<file path="src/rtl/ppudefs.sv">
// Shared PPU-side definitions: OAM DMA state encoding and CPU register addresses.
package ppudefs;

  localparam logic [15:0] DMA_REG_ADDR  = 16'h4014;
  localparam logic [15:0] OAM_DATA_ADDR = 16'h2004;

  typedef enum logic [2:0] {
    DMA_IDLE,
    DMA_HALT,
    DMA_ALIGN,
    DMA_READ,
    DMA_WRITE
  } dma_state_e;

endpackage

</file>
<file path="src/rtl/sprite_dma_if.sv">
// CPU-bus / OAM write-port bundle between the bus mux, the OAM DMA engine and OAM.
interface sprite_dma_if;

  logic        cpu_ce;
  logic [15:0] cpu_addr;
  logic        cpu_wr;
  logic [7:0]  cpu_dout;
  logic [7:0]  bus_din;
  logic        cpu_halt;
  logic        dma_active;
  logic [15:0] dma_addr;
  logic        dma_rd;
  logic [7:0]  oam_din;
  logic        oam_wr;

  modport master (
    input  cpu_ce, cpu_addr, cpu_wr, cpu_dout, bus_din,
    output cpu_halt, dma_active, dma_addr, dma_rd, oam_din, oam_wr
  );

  modport slave (
    output cpu_ce, cpu_addr, cpu_wr, cpu_dout, bus_din,
    input  cpu_halt, dma_active, dma_addr, dma_rd, oam_din, oam_wr
  );

endinterface

</file>
<file path="src/rtl/sprite_dma.sv">
// OAM DMA engine: a CPU write to $4014 halts the CPU and copies page $PP00-$PPFF
// into OAM through its auto-incrementing data port, one byte per READ/WRITE pair.
//
// state     | meaning
// ----------+--------------------------------------------------------------
// DMA_IDLE  | bus released, watching for a write to DMA_REG
// DMA_HALT  | CPU halted, first stall cycle
// DMA_ALIGN | extra stall so that every READ lands on an even CPU cycle
// DMA_READ  | drive {page,cnt} on the bus, capture bus_din at cycle end
// DMA_WRITE | present captured byte to OAM, strobe oam_wr on the closing cpu_ce
module sprite_dma
  import ppudefs::*;
#(
  parameter logic [15:0] DMA_REG      = DMA_REG_ADDR,
  parameter logic [15:0] OAM_DATA_REG = OAM_DATA_ADDR
) (
  input  logic          clk,
  input  logic          rst,
  sprite_dma_if.master  bus
);

  dma_state_e state_q, state_d;
  logic [7:0] page_q, page_d;
  logic [7:0] cnt_q, cnt_d;
  logic [7:0] data_q, data_d;
  logic       parity_q;
  logic       trig;

  assign trig = bus.cpu_wr && (bus.cpu_addr == DMA_REG);

  always_ff @(posedge clk or negedge rst) begin
    if (!rst) begin
      state_q  <= DMA_IDLE;
      page_q   <= 8'h00;
      cnt_q    <= 8'h00;
      data_q   <= 8'h00;
      parity_q <= 1'b0;
    end else if (bus.cpu_ce) begin
      state_q  <= state_d;
      page_q   <= page_d;
      cnt_q    <= cnt_d;
      data_q   <= data_d;
      parity_q <= ~parity_q;
    end
  end

  always_comb begin
    state_d = state_q;
    page_d  = page_q;
    cnt_d   = cnt_q;
    data_d  = data_q;
    unique case (state_q)
      DMA_IDLE: begin
        if (trig) begin
          page_d  = bus.cpu_dout;
          state_d = DMA_HALT;
        end
      end
      // parity_q=1 here means the following cycle is even, so READ can start
      DMA_HALT:  state_d = parity_q ? DMA_READ : DMA_ALIGN;
      DMA_ALIGN: state_d = DMA_READ;
      DMA_READ: begin
        data_d  = bus.bus_din;
        state_d = DMA_WRITE;
      end
      DMA_WRITE: begin
        cnt_d   = cnt_q + 8'd1;
        state_d = (cnt_q == 8'hFF) ? DMA_IDLE : DMA_READ;
      end
      default: state_d = DMA_IDLE;
    endcase
  end

  always_comb begin
    bus.cpu_halt   = 1'b0;
    bus.dma_active = 1'b0;
    bus.dma_addr   = 16'h0000;
    bus.dma_rd     = 1'b0;
    bus.oam_din    = 8'h00;
    bus.oam_wr     = 1'b0;
    unique case (state_q)
      DMA_IDLE: ;
      DMA_HALT, DMA_ALIGN: begin
        bus.cpu_halt   = 1'b1;
        bus.dma_active = 1'b1;
      end
      DMA_READ: begin
        bus.cpu_halt   = 1'b1;
        bus.dma_active = 1'b1;
        bus.dma_addr   = {page_q, cnt_q};
        bus.dma_rd     = 1'b1;
      end
      DMA_WRITE: begin
        bus.cpu_halt   = 1'b1;
        bus.dma_active = 1'b1;
        bus.dma_addr   = OAM_DATA_REG;
        bus.oam_din    = data_q;
        // OAM latches on the clk that closes the CPU cycle
        bus.oam_wr     = bus.cpu_ce;
      end
      default: ;
    endcase
  end

endmodule
</file>
<file path="src/flat_wrapper.sv">
// flat-port wrapper written by rule: the top's interface ports become plain ports
module sprite_dma_flat import ppudefs::*;
#(
  parameter logic [15:0] DMA_REG      = DMA_REG_ADDR,
  parameter logic [15:0] OAM_DATA_REG = OAM_DATA_ADDR
)
  (clk, rst, bus_cpu_ce, bus_cpu_addr, bus_cpu_wr, bus_cpu_dout, bus_bus_din, bus_cpu_halt, bus_dma_active, bus_dma_addr, bus_dma_rd, bus_oam_din, bus_oam_wr);
  sprite_dma_if bus_i ();
  input  logic clk;
  input  logic rst;
  input wire logic [$bits(bus_i.cpu_ce)-1:0] bus_cpu_ce;
  input wire logic [$bits(bus_i.cpu_addr)-1:0] bus_cpu_addr;
  input wire logic [$bits(bus_i.cpu_wr)-1:0] bus_cpu_wr;
  input wire logic [$bits(bus_i.cpu_dout)-1:0] bus_cpu_dout;
  input wire logic [$bits(bus_i.bus_din)-1:0] bus_bus_din;
  output wire logic [$bits(bus_i.cpu_halt)-1:0] bus_cpu_halt;
  output wire logic [$bits(bus_i.dma_active)-1:0] bus_dma_active;
  output wire logic [$bits(bus_i.dma_addr)-1:0] bus_dma_addr;
  output wire logic [$bits(bus_i.dma_rd)-1:0] bus_dma_rd;
  output wire logic [$bits(bus_i.oam_din)-1:0] bus_oam_din;
  output wire logic [$bits(bus_i.oam_wr)-1:0] bus_oam_wr;
  assign bus_i.cpu_ce = bus_cpu_ce;
  assign bus_i.cpu_addr = bus_cpu_addr;
  assign bus_i.cpu_wr = bus_cpu_wr;
  assign bus_i.cpu_dout = bus_cpu_dout;
  assign bus_i.bus_din = bus_bus_din;
  assign bus_cpu_halt = bus_i.cpu_halt;
  assign bus_dma_active = bus_i.dma_active;
  assign bus_dma_addr = bus_i.dma_addr;
  assign bus_dma_rd = bus_i.dma_rd;
  assign bus_oam_din = bus_i.oam_din;
  assign bus_oam_wr = bus_i.oam_wr;
  sprite_dma #(.DMA_REG(DMA_REG), .OAM_DATA_REG(OAM_DATA_REG)) u_core (.clk(clk), .rst(rst), .bus(bus_i));
endmodule
</file>
<file path="config.mk">
export PLATFORM = sky130hd
export DESIGN_NAME = sprite_dma_flat
export DESIGN_NICKNAME = d
export VERILOG_FILES = /design/src/rtl/ppudefs.sv /design/src/rtl/sprite_dma_if.sv /design/src/rtl/sprite_dma.sv /design/src/flat_wrapper.sv
export SDC_FILE = /design/constraint.sdc
export NUM_CORES = 1
export LEC_CHECK = 0
export BUFFER_PORTS_ARGS = -buffer_cell sky130_fd_sc_hd__buf_2
export CAP_MARGIN = 0
export CORE_ASPECT_RATIO = 0.5
export CORE_MARGIN = 10
export CORE_UTILIZATION = 50
export DETAILED_ROUTE_END_ITERATION = 8
export HOLD_SLACK_MARGIN = 0.06
export MAX_ROUTING_LAYER = met4
export PLACE_DENSITY = 0.85
export SKIP_LAST_GASP = 1
export SYNTH_ARGS = -nofsm -noshare
export SYNTH_HDL_FRONTEND = slang
export SYNTH_SLANG_ARGS = --single-unit
</file>
<file path="constraint.sdc">
create_clock -name clk -period 3.3 [get_ports clk]
set_input_delay 0.66 -clock clk [delete_from_list [all_inputs] [get_ports clk]]
set_output_delay 0.66 -clock clk [all_outputs]
set_load 0.005 [all_outputs]
</file>
==> flow_metrics.env <==
export IMPL_synth_top_area_cell="dfrtp_1"
export IMPL_finalClockSkew_ns=0.002045
export IMPL_drc=0
export IMPL_fp_dieW_um=94.90
export IMPL_grt_pass1_wl_um=5382
export IMPL_end_kind="output pin"
export IMPL_cts_resized=0
export IMPL_setup_ws_ns=0.9008
export IMPL_critical_path_max_stage_delay_ns=0.51
export IMPL_power_density_nw_per_um2=617.0
export IMPL_cts_setup_buffers=0
export IMPL_clock_latency_ns=0.27
export IMPL_hold_viol_final=0
export IMPL_seq_area_frac_synth=0.4996
export IMPL_core_sq_um=2635
export IMPL_crit_end="bus_dma_addr[15]"
export IMPL_cts_tree="done"
export IMPL_fp_row_count=13
export IMPL_maxCapViolations=0
export IMPL_die_area_sq_um=5452
export IMPL_fin_crit_sh=0.7270
export IMPL_vias_per_cell=5.087
export IMPL_pre_cts_ws_ns=0.6403
export IMPL_intPower_uw=772.5
export IMPL_area_growth_pct=29.53
export IMPL_holdBufCountCts=0
export IMPL_final_cell_mix="63 x buf_2, 28 x dfrtp_1, 23 x and2_1, 17 x mux2_2, 6 x xnor2_1"
export IMPL_setup_worst_path_start="u_core.state_q[2]"
export IMPL_slowest_stage="and3_1"
export IMPL_htree_levels=1
export IMPL_hold_path_class="in2async"
export IMPL_p_clk_frac=0.238
export IMPL_seq_power_share=0.459
export IMPL_irDropWorstVdd_v=0.0003150
export IMPL_drt_total_wl_um=3355
export IMPL_io_pins=64
export IMPL_synth_fp_nets=157
export IMPL_crit_fanout=18
export IMPL_critPathLaunchType="flip-flop"
export IMPL_diodes=0
export IMPL_placement_io_buffers=63
export IMPL_cts_buffers=3
export IMPL_gp_congestion=0.7260
export IMPL_start_util=0.5323
export IMPL_period_needed_ns=2.399
export IMPL_grt_overflow=0
export IMPL_synth_warnings=0
export IMPL_grt_max_degree=29
export IMPL_dp_hpwl_um=2653
export IMPL_grt_pass1_vias=1117
export IMPL_p_leak_uw=0.0009912
export IMPL_crit_buf_inv=2
export IMPL_synth_avg_cell_area_sq_um=11.69
export IMPL_antenna_left=0
export IMPL_cp_cell_sequence="inv_1 > and3_1 > and2_1 > buf_2"
export IMPL_path_class="reg2out"
export IMPL_wire_per_inst_um=15.32
export IMPL_vias=1114
export IMPL_die_y_um=57.45
export IMPL_path_delay_family="simple AND/OR/NAND/NOR gates"
export IMPL_ys_top_cells_by_area="dfrtp_1 50%, mux2_2 14%, and2_1 10%"
export IMPL_clkSinkCount=28
export IMPL_synth_seq_cells=28
export IMPL_crit_reg2reg_launch="u_core.state_q[1]"
export IMPL_switching_power_uw=348.4
export IMPL_synth_area_sq_um=1403
export IMPL_setup_violations=0
export IMPL_r2r_slack_ns=1.42
export IMPL_grt_setup_unrepaired="no"
export IMPL_clk_pin_slew_worst_paths_ns=0.09
export IMPL_drive_gt1_frac=0.5000
export IMPL_first_pass_iters=4
export IMPL_final_max_slew_viol_count=0
export IMPL_post_route_cell_area_sq_um=1817
export IMPL_worstPathRequired_ns=2.64
export IMPL_antenna_found_initial=0
export IMPL_tightestPinTransition_ns=0.6227
export IMPL_synth_cell_types=30
export IMPL_synth_top_area_share=0.4996
export IMPL_synthCells=120
export IMPL_max_slew_margin=0.5849
export IMPL_switching_share=0.3108
export IMPL_fmax_mhz=416.8
export IMPL_reg2regPathDepth=6
export IMPL_r2r_end="u_core.cnt_q[5]"
export IMPL_layout_commonest_cell="buf_2"
export IMPL_pwr_share_comb=0.303
export IMPL_gr_usage_all_layers=0.1236
export IMPL_cp_num_cells=4
export IMPL_clock_path_buffers=2
export IMPL_tns_ns=0
export IMPL_finalNetCount=220
export IMPL_status="completed"
export IMPL_placed_area_sq_um=1745
export IMPL_dr_first_iter_drc_count=45
export IMPL_cts_root_buffer="clkbuf_8"
export IMPL_crit_arrival_ns=1.74
==> worst min-delay path by stage <==
| stage | startpoint | to | slack, ns | depth (start not counted) |
|---|---|---|---|---|
| after floorplan | rst | u_core.cnt_q[0] | 0.36 | 0 |
| after global placement | u_core.parity_q | u_core.parity_q | 0.46 | 1 |
| after detailed placement | u_core.parity_q | u_core.parity_q | 0.47 | 1 |
| after CTS | rst | u_core.page_q[3] | 0.40 | 1 |
| after global routing | rst | u_core.page_q[3] | 0.43 | 1 |
| final | rst | u_core.page_q[3] | 0.39 | 1 |
==> flip-flops by register name (all words and copies together), names as in the netlist <==
signal,count
u_core.cnt_q,8
u_core.state_q,3
u_core.data_q,8
u_core.page_q,8
u_core.parity_q,1
==> stage by stage <==
step / total power (uW) / utilization / instances / hold slack [ns]
final: 1121 / 0.6895 / 219 / 0.3916
after detailed placement: 856.9 / 0.6624 / 215 / 0.4670
after floorplan: 743.6 / - / 120 / 0.3644
after global routing: 1194 / 0.6895 / 219 / 0.4271
after global placement: 843.2 / 0.6624 / 215 / 0.4602
after CTS: 1128 / 0.6895 / 219 / 0.4008
==> power groups by stage <==
stage / combinational, uW / clock, uW / sequential [uW]
after CTS: 345 / 272 / 511
after floorplan: 255 / 0 / 489
after detailed placement: 339 / 0 / 518
final: 339 / 267 / 514
after global placement: 330 / 0 / 513
after global routing: 380 / 289 / 526
==> cells in the mapped netlist <==
cell type  number
a22o_1          1
nand4_1         1
nor4_4          1
and3_1          3
xor2_1          3
a21o_1          2
nor3b_1         1
mux2_2         17
a21boi_0        1
and4bb_2        1
a31oi_1         1
ha_1            1
nor3b_2         1
xnor2_1         6
clkbuf_1        5
and2_1         23
nand4_2         1
inv_1           2
or4b_1          1
nor2_1          2
nand3_1         3
nand2_1         5
nor4_1          1
dfrtp_1        28
nor4b_1         1
a41o_2          1
and4_1          1
buf_4           1
o21ai_0         4
nand2_2         1
==> kinds of logic after synthesis <==
kind of cell	Yosys count	synth area share
AO/OA/AOI/OAI	10	0.04907
XOR/XNOR	9	0.05620
adder cells (fa/ha/maj)	1	0.008919
buffers and inverters	8	0.02409
flip-flops	28	0.4996
multiplexers	17	0.1365
AND/OR/NAND/NOR	47	0.2257
==> layer usage <==
layer / vias up / track usage / wire length [um]
met5: - / - / 0
li1: 538 / - / -
met1: 536 / 0.1390 / 1371
met4: 0 / 0.03178 / 14
met3: 2 / 0.04172 / 287
met2: 38 / 0.2072 / 1681
==> cell type report <==
class	count	area [sq um]
clock buffers	3	41.29
clock inverters	1	30.03
fillers	209	818.3
inverters	2	7.507
multi-input cells	84	668.1
flip-flops and latches	28	700.7
well taps	37	46.29
repair buffers	64	322.8
No activity file was read; power rests on OpenSTA's default activity.
